<file path="config.mk">
export PLATFORM = sky130hd
export DESIGN_NAME = time_set_controller
export DESIGN_NICKNAME = d
export VERILOG_FILES = /design/src/rtl/clock_pkg.sv /design/src/rtl/blink_gen.sv /design/src/rtl/time_set_controller.sv
export SDC_FILE = /design/constraint.sdc
export NUM_CORES = 1
export LEC_CHECK = 0
export CAP_MARGIN = 20
export CORE_MARGIN = 2
export CORE_UTILIZATION = 50
export CTS_CLUSTER_SIZE = 12
export DETAILED_ROUTE_END_ITERATION = 7
export DONT_BUFFER_PORTS = 1
export SYNTH_ARGS = -nofsm -noshare
export SYNTH_HDL_FRONTEND = slang
export SYNTH_SLANG_ARGS = --single-unit
</file>
<file path="constraint.sdc">
create_clock -name CLK100MHZ -period 4.6 [get_ports CLK100MHZ]
set_clock_uncertainty 0.15 [all_clocks]
set_input_delay 0.92 -clock CLK100MHZ [delete_from_list [all_inputs] [get_ports CLK100MHZ]]
set_output_delay 0.92 -clock CLK100MHZ [all_outputs]
set_load 0.05 [all_outputs]
</file>
<file path="src/rtl/clock_pkg.sv">
// clock_pkg: shared mode encoding, digit masks and a counter width
// helper for the wall-clock controller.
package clock_pkg;

   typedef enum logic [1:0] {
      MODE_RUN      = 2'd0,
      MODE_SET_HOUR = 2'd1,
      MODE_SET_MIN  = 2'd2
   } mode_t;

   localparam logic [7:0] HOUR_DIGITS_MASK = 8'b0011_0000;
   localparam logic [7:0] MIN_DIGITS_MASK  = 8'b0000_1100;

   function automatic int unsigned cnt_w(input int unsigned v);
      return (v <= 32'd1) ? 32'd1 : 32'($clog2(v));
   endfunction

endpackage

</file>
<file path="src/rtl/blink_gen.sv">
// blink_gen: half-period counter and on/off phase flag used to
// blank the digit group being edited.
module blink_gen
   import clock_pkg::*;
#(
   parameter int unsigned HALF_CYCLES = 25_000_000
) (
   input  logic i_clk,
   input  logic i_rst_n,
   input  logic enable,
   input  logic restart,
   output logic phase_on
);

   localparam int unsigned CW = cnt_w(HALF_CYCLES);
   localparam logic [CW-1:0] LAST = CW'(HALF_CYCLES - 1);

   logic [CW-1:0] r_cnt;
   logic          r_phase;

   // Free-run while enabled; a restart or idle forces count 0, phase on.
   always_ff @(posedge i_clk or negedge i_rst_n) begin
      if (!i_rst_n) begin
         r_cnt   <= '0;
         r_phase <= 1'b1;
      end else if (!enable || restart) begin
         r_cnt   <= '0;
         r_phase <= 1'b1;
      end else if (r_cnt == LAST) begin
         r_cnt   <= '0;
         r_phase <= ~r_phase;
      end else begin
         r_cnt   <= r_cnt + 1'b1;
      end
   end

   assign phase_on = r_phase;

endmodule

</file>
<file path="src/rtl/time_set_controller.sv">
// time_set_controller: RUN -> SET_HOUR -> SET_MIN -> RUN sequencer
// driving counter gating, adjust pulses and display blanking.
module time_set_controller
   import clock_pkg::*;
#(
   parameter int unsigned BLINK_HALF_CYCLES = 25_000_000,
   parameter int unsigned TIMEOUT_CYCLES    = 1_000_000_000
) (
   input  logic       CLK100MHZ,
   input  logic       CPU_RESETN,
   input  logic       btn_mode_pos,
   input  logic       btn_up_pos,
   input  logic       btn_down_pos,
   output mode_t      mode,
   output logic       run_en,
   output logic       sec_clear,
   output logic       hour_inc,
   output logic       hour_dec,
   output logic       min_inc,
   output logic       min_dec,
   output logic [7:0] blank_mask
);

   localparam int unsigned TW = cnt_w(TIMEOUT_CYCLES);
   localparam logic [TW-1:0] TO_LAST = TW'(TIMEOUT_CYCLES - 1);

   mode_t         r_mode;
   logic [TW-1:0] r_idle;
   logic          r_run_en;
   logic          r_sec_clear;
   logic          r_hour_inc;
   logic          r_hour_dec;
   logic          r_min_inc;
   logic          r_min_dec;
   logic [7:0]    r_blank;

   mode_t         w_mode_nxt;
   logic [TW-1:0] w_idle_nxt;
   logic          w_sec_clear_nxt;
   logic          w_hour_inc_nxt;
   logic          w_hour_dec_nxt;
   logic          w_min_inc_nxt;
   logic          w_min_dec_nxt;
   logic [7:0]    w_blank_nxt;
   logic          w_any;
   logic          w_step;
   logic          w_phase_on;
   logic          w_blink_en;

   assign w_any      = btn_mode_pos | btn_up_pos | btn_down_pos;
   assign w_step     = btn_up_pos ^ btn_down_pos;
   assign w_blink_en = (w_mode_nxt != MODE_RUN);

   blink_gen #(
      .HALF_CYCLES (BLINK_HALF_CYCLES)
   ) u_blink (
      .i_clk    (CLK100MHZ),
      .i_rst_n  (CPU_RESETN),
      .enable   (w_blink_en),
      .restart  (w_any),
      .phase_on (w_phase_on)
   );

   // Next state, inactivity count and next output values.
   always_comb begin
      w_mode_nxt      = r_mode;
      w_idle_nxt      = '0;
      w_sec_clear_nxt = 1'b0;
      w_hour_inc_nxt  = 1'b0;
      w_hour_dec_nxt  = 1'b0;
      w_min_inc_nxt   = 1'b0;
      w_min_dec_nxt   = 1'b0;
      w_blank_nxt     = '0;
      unique case (r_mode)
         MODE_RUN: begin
            if (btn_mode_pos) w_mode_nxt = MODE_SET_HOUR;
         end
         MODE_SET_HOUR: begin
            if (btn_mode_pos) begin
               w_mode_nxt = MODE_SET_MIN;
            end else if (w_step) begin
               w_hour_inc_nxt = btn_up_pos;
               w_hour_dec_nxt = btn_down_pos;
            end else if (!w_any) begin
               if (r_idle == TO_LAST) w_mode_nxt = MODE_RUN;
               else w_idle_nxt = r_idle + 1'b1;
            end
         end
         MODE_SET_MIN: begin
            if (btn_mode_pos) begin
               w_mode_nxt      = MODE_RUN;
               w_sec_clear_nxt = 1'b1;
            end else if (w_step) begin
               w_min_inc_nxt = btn_up_pos;
               w_min_dec_nxt = btn_down_pos;
            end else if (!w_any) begin
               if (r_idle == TO_LAST) w_mode_nxt = MODE_RUN;
               else w_idle_nxt = r_idle + 1'b1;
            end
         end
         default: w_mode_nxt = MODE_RUN;
      endcase
      // A press shows the digits at once; otherwise follow the phase.
      if (!w_any && !w_phase_on) begin
         if (w_mode_nxt == MODE_SET_HOUR) w_blank_nxt = HOUR_DIGITS_MASK;
         if (w_mode_nxt == MODE_SET_MIN)  w_blank_nxt = MIN_DIGITS_MASK;
      end
   end

   // State, inactivity counter and output registers.
   always_ff @(posedge CLK100MHZ or negedge CPU_RESETN) begin
      if (!CPU_RESETN) begin
         r_mode      <= MODE_RUN;
         r_idle      <= '0;
         r_run_en    <= 1'b1;
         r_sec_clear <= 1'b0;
         r_hour_inc  <= 1'b0;
         r_hour_dec  <= 1'b0;
         r_min_inc   <= 1'b0;
         r_min_dec   <= 1'b0;
         r_blank     <= '0;
      end else begin
         r_mode      <= w_mode_nxt;
         r_idle      <= w_idle_nxt;
         r_run_en    <= (w_mode_nxt == MODE_RUN);
         r_sec_clear <= w_sec_clear_nxt;
         r_hour_inc  <= w_hour_inc_nxt;
         r_hour_dec  <= w_hour_dec_nxt;
         r_min_inc   <= w_min_inc_nxt;
         r_min_dec   <= w_min_dec_nxt;
         r_blank     <= w_blank_nxt;
      end
   end

   assign mode       = r_mode;
   assign run_en     = r_run_en;
   assign sec_clear  = r_sec_clear;
   assign hour_inc   = r_hour_inc;
   assign hour_dec   = r_hour_dec;
   assign min_inc    = r_min_inc;
   assign min_dec    = r_min_dec;
   assign blank_mask = r_blank;

endmodule

</file>
==> results.yml, run 1 <==
global_route:
  grt_pass1_vias: 2385
  antenna_found_initial: 0
  grt_usage_pct: 18.4
  grt_pass1_wl_mm: 11.0
  grt_max_degree: 67
  gr-total-overflow: 0
drt:
  wl_per_cell_um: 13.8
  via_per_inst: 5.38
  num_vias: 2388
  route.top_layer_used: "met4"
  drc: 0
  dr.first_iter.drc_count: 131
  postRouteAntennaNets: 0
  first_pass_iters: 5
  met1_length_mm: 3.07
  drt-total-wl_mm: 6.13
  dr_wl_met3_um: 193
  wl_met2_mm: 2.76
yosys:
  synth-async-reset-ratio_pct: 100
  synthTopCellsByArea: "dfrtp_1, xnor2_1, nor2_1"
  synth_cell_types: 41
  synth_top_area_cell: "dfrtp_1"
  synth_top_cell_area_share_pct: 46.0
  avgSynthCellArea_um2: 9.65
  yosys_register_bits: 66
  ys_seq_area_share_pct: 47.5
  synth.most_common_cell: "dfrtp_1"
  synth_edf_count: 0
  synth_common_cells: "dfrtp_1, nor2_1, xnor2_1"
  synth_cells: 361
  yosys_warnings: 0
  syn_area_mm2: 0.00348
  synthFlopType: "dfrtp_1"
worst_setup_path:
  end_kind: "flip-flop"
  cp.arrival_ns: 2.71
  crit_chain: "or4b_1, or4_4, or4_4, nand2_4, nor2_1"
  cpMostUsedCell: "or4_4"
  r2r_cells: 5
  start_kind: "flip-flop"
  cp_max_fo: 24
  max_stage_delay_ns: 0.54
  cpMaxStageDelayCell: "or4b_1"
  required_ns: 4.66
  path_class: "reg -> reg"
cells_and_area:
  fin_nets: 372
  fillers: 611
  diodes: 0
  synthToLayoutAreaGrowth_pct: 6.47
  final_util_pct: 54.9
  drive_gt1_share_pct: 12.6
clocking:
  clkTransAtPathRegs_ns: 0.07
  cts_buffer_depth: 2
  cts_root_buf: "clkbuf_8"
  clk_latency_ns: 0.34
  cts_resized: 0
  cts-buffers-inserted: 9
  hold_buffers: 0
  post_cts_buffers: 0
  cts_tree: "built"
  clock_sinks: 66
  htree_levels: 3
placed_design:
  hpwl_mm: 4.10
  io_buffers: 0
  place_ws_ns: 1.92
  gp_congestion: 0.813
sta:
  fin_setup_tns_ns: 0
  setup_slack_ns: 1.95
  maxSlewViolCount: 0
  min_period_ns: 2.65
  fmax_mhz: 377
  hold_violations: 0
  hold_ws_ns: 0.115
  tightest_slew_ns: 0.872
  finalSetupViolations: 0
  fin_crit_sh_pct: 57.6
  max-slew-margin-rel_pct: 41.9
  rsz0062_at_grt: "no"
floorplanning:
  num_rows: 30
  io-pin-count: 21
  chipHeight_um: 87.5
  die_area_mm2: 0.00765
  core_mm2: 0.00676
  start_util_pct: 51.5
  fp.dieW_um: 87.5
power_and_ir_drop:
  max-vdd-ir-drop_mv: 0.157
  leakage_nw: 1.39
  p_total_w: 0.00135
  power.density_mw_per_mm2: 365
job:
  maxCapViolations: 0
run_status:
  status: "finished, final reports clean"
min_path:
  min_path_type: "in -> async"
==> placed cells by master (no fill, tap or decap), types with 6 or more instances in the layout <==
master	netlist	final
nand3_1	20	20
nor2_2	20	20
clkbuf_8	0	10
nand4_1	15	15
xor2_1	9	9
nand2_1	20	20
and4_1	7	7
dfrtp_1	64	64
inv_1	13	13
nor2_1	57	57
nor3_1	18	18
xnor2_1	42	42
ha_1	8	8
and3_1	6	6
==> metrics by stage <==
stage | instances | cell area (µm²)
floorplan | 364 | 3490
global placement | 428 | 3490
detailed placement | 428 | 3490
CTS | 444 | 3710
global route | 444 | 3710
finish | 444 | 3710
==> flip-flops by register name (all words and copies together) (netlist names) <==
| name | count |
|---|---|
| r_idle | 30 |
| u_blink.r_cnt | 25 |
| blank_mask | 2 |
| mode | 2 |
| hour_dec | 1 |
| hour_inc | 1 |
| min_dec | 1 |
| min_inc | 1 |
| run_en | 1 |
| sec_clear | 1 |
| u_blink.phase_on | 1 |
==> logic make-up (layout without fill, tap and decap cells) <==
kind of cell / Yosys count / in the layout / synth area share, %
xor gates and xnor gates: 51 / 51 / 12.8
buffers and inverters: 30 / 30 / 4.64
AOI/OAI and AO/OA: 11 / 11 / 2.16
and+or+nand+nor: 194 / 194 / 29.9
adders and majority gates: 8 / 8 / 2.87
DFF: 66 / 66 / 47.5
other: 1 / 4 / 0.108
==> critical path: cells and delay by family (launching register included) <==
family        cells  cell delay [ns]
simple gates      5             1.93
flops             1             0.43
==> report_power, final <==
group	internal, W	switching, W	leakage, nW
Clock	0.000318	0.000222	0.109
Sequential	0.000602	0.0000770	0.912
Combinational	0.0000499	0.0000861	0.367
==> final timing paths <==
kind | start | endpoint | slack (ns)
setup / recovery | r_idle[9] | u_blink.r_cnt[4] | 1.95
hold / removal | CPU_RESETN | u_blink.r_cnt[21] | 0.12
setup reg to reg | r_idle[9] | u_blink.r_cnt[4] | 1.95
hold reg to reg | r_idle[0] | r_idle[0] | 0.36
max in group asynchronous | CPU_RESETN | u_blink.phase_on | 4.01
min in group CLK100MHZ | r_idle[0] | r_idle[0] | 0.36
==> layer usage <==
| layer | vias to the layer above | track usage (%) |
|---|---|---|
| met5 | - | 0 |
| li1 | 1215 | - |
| met2 | 37 | 28.0 |
| met4 | 0 | 9.09 |
| met3 | 10 | 3.70 |
| met1 | 1126 | 25.0 |
==> cell type report <==
type | count | area [µm²] | area share (%)
timing repair buffer | 1 | 7.51 | 0.202
multi-input combinational | 268 | 1680 | 45.3
sequential | 66 | 1650 | 44.6
clock buffer | 11 | 141 | 3.81
inverter | 13 | 48.8 | 1.32
clock inverter | 5 | 77.6 | 2.09
tap | 80 | 100 | 2.70
Power figures use the tool's default switching activity.
==> inputs of run 2 (changes only) <==
- PLACE_DENSITY: not set -> 0.68
- clock period: 4.6 -> 2.3 ns (I/O delays scaled with it)
==> results.yml, run 2 (same netlist as run 1, synthesis figures left out) <==
drt:
  num_vias: 2566
  postRouteAntennaNets: 0
  drt-total-wl_mm: 6.76
  drc: 0
  wl_per_cell_um: 14.2
  via_per_inst: 5.39
  first_pass_iters: 4
  dr.first_iter.drc_count: 147
sta:
  hold_ws_ns: 0.107
  setup_slack_ns: -0.158
  min_period_ns: 2.46
  fin_crit_sh_pct: 107
  hold_violations: 0
  rsz0062_at_grt: "yes"
  fmax_mhz: 407
  fin_setup_tns_ns: -6.38
  maxSlewViolCount: 0
  finalSetupViolations: 57
power_and_ir_drop:
  leakage_nw: 1.60
  power.density_mw_per_mm2: 689
  max-vdd-ir-drop_mv: 0.460
  p_total_w: 0.00282
worst_setup_path:
  cp.arrival_ns: 2.53
  path_class: "reg -> reg"
  required_ns: 2.38
  end_kind: "flip-flop"
  start_kind: "flip-flop"
  cp_max_fo: 8
cells_and_area:
  drive_gt1_share_pct: 21.5
  stdcell_count: 476
  largest_reg_flops: 30
  synthToLayoutAreaGrowth_pct: 17.6
  postLayoutCellArea_mm2: 0.00410
  diodes: 0
  reg_top3: "r_idle: 30 flops, u_blink.r_cnt: 25 flops"
  top_register: "r_idle"
  final_common_cell: "dfrtp_1"
  fin_nets: 404
  layout_common_cells: "dfrtp_1, nor2_1, xnor2_1"
placed_design:
  place_area_mm2: 0.00371
  hpwl_mm: 4.34
  dpl.cell_count: 453
  gp_congestion: 0.828
  io_buffers: 0
global_route:
  grt_pass1_wl_mm: 11.3
  grt_pass1_vias: 2556
  gr-total-overflow: 0
  grt_max_degree: 67
  antenna_found_initial: 0
  grt_usage_pct: 18.8
min_path:
  min_path_type: "in -> reg"
floorplanning:
  core_mm2: 0.00676
  start_util_pct: 51.5
  chipHeight_um: 87.5
  fp.dieW_um: 87.5
  die_area_mm2: 0.00765
  io-pin-count: 21
  num_rows: 30
job:
  maxCapViolations: 0
clocking:
  clkTransAtPathRegs_ns: 0.07
  cts_root_buf: "clkbuf_8"
  cts_tree: "built"
  cts_buffer_depth: 2
  cts-buffers-inserted: 9
  clock_sinks: 66
  clk_latency_ns: 0.34
  htree_levels: 3
run_status:
  violations: "setup timing"
  status: "finished, violations left"
run 2: critical path, stage by stage (launching register included):
cell	delay, ns
dfrtp_1	0.38
or4b_1	0.51
or4_4	0.50
or3_4	0.34
nand4_1	0.10
buf_6	0.14
clkbuf_16	0.17
nor2_1	0.05
run 2: what timing repair did:
action / 4_1_cts / 5_1_grt
endpoints found under the hold margin: 66 / 0
pin swaps: 0 / 5
endpoints found under the setup margin: 58 / 61
hold buffers: 2 / 0
cloned: 0 / 2
setup buffers: 1 / 2
gates resized for setup: 1 / 16
run 2: routing by layer:
layer | GRT usage (%) | vias to the layer above | share of wire, %
li1 | - | 1274 | -
met1 | 24.3 | 1243 | 47
met2 | 30.1 | 39 | 48
met3 | 3.98 | 10 | 2.9
met4 | 8.67 | 0 | 1.8
met5 | 0 | - | 0
run 2: stage by stage:
step | util [%] | setup WS (ns)
floorplan | - | -0.106
global placement | 55.0 | -0.0727
detailed placement | 55.0 | -0.0940
CTS | 58.9 | -0.112
global route | 60.6 | -0.211
finish | 60.6 | -0.158
run 2: power by group:
part	internal, W	switching, W
sequential	0.00120	0.0000977
clock	0.000640	0.000429
combinational	0.000167	0.000284
total	0.00201	0.000810
run 2: final timing paths:
path | start | to | slack, ns | cells past startpoint
worst max-delay path | r_idle[9] | r_idle[13] | -0.16 | 7
worst min-delay path | btn_mode_pos | sec_clear | 0.11 | 1
worst max register to register | r_idle[9] | r_idle[13] | -0.16 | 7
max in group asynchronous | CPU_RESETN | u_blink.phase_on | 1.15 | 2
min in group asynchronous | CPU_RESETN | r_idle[12] | 0.55 | 2
worst min register to register | u_blink.r_cnt[0] | u_blink.r_cnt[0] | 0.39 | 2
run 2: layout make-up:
| type | instances | area [µm²] |
|---|---|---|
| inverters | 13 | 48.8 |
| well taps | 80 | 100 |
| repair buffers | 33 | 333 |
| fillers | 549 | 2660 |
| clock inverters | 3 | 65.1 |
| multi-input cells | 268 | 1750 |
| flip-flops and latches | 66 | 1650 |
| clock buffers | 13 | 149 |
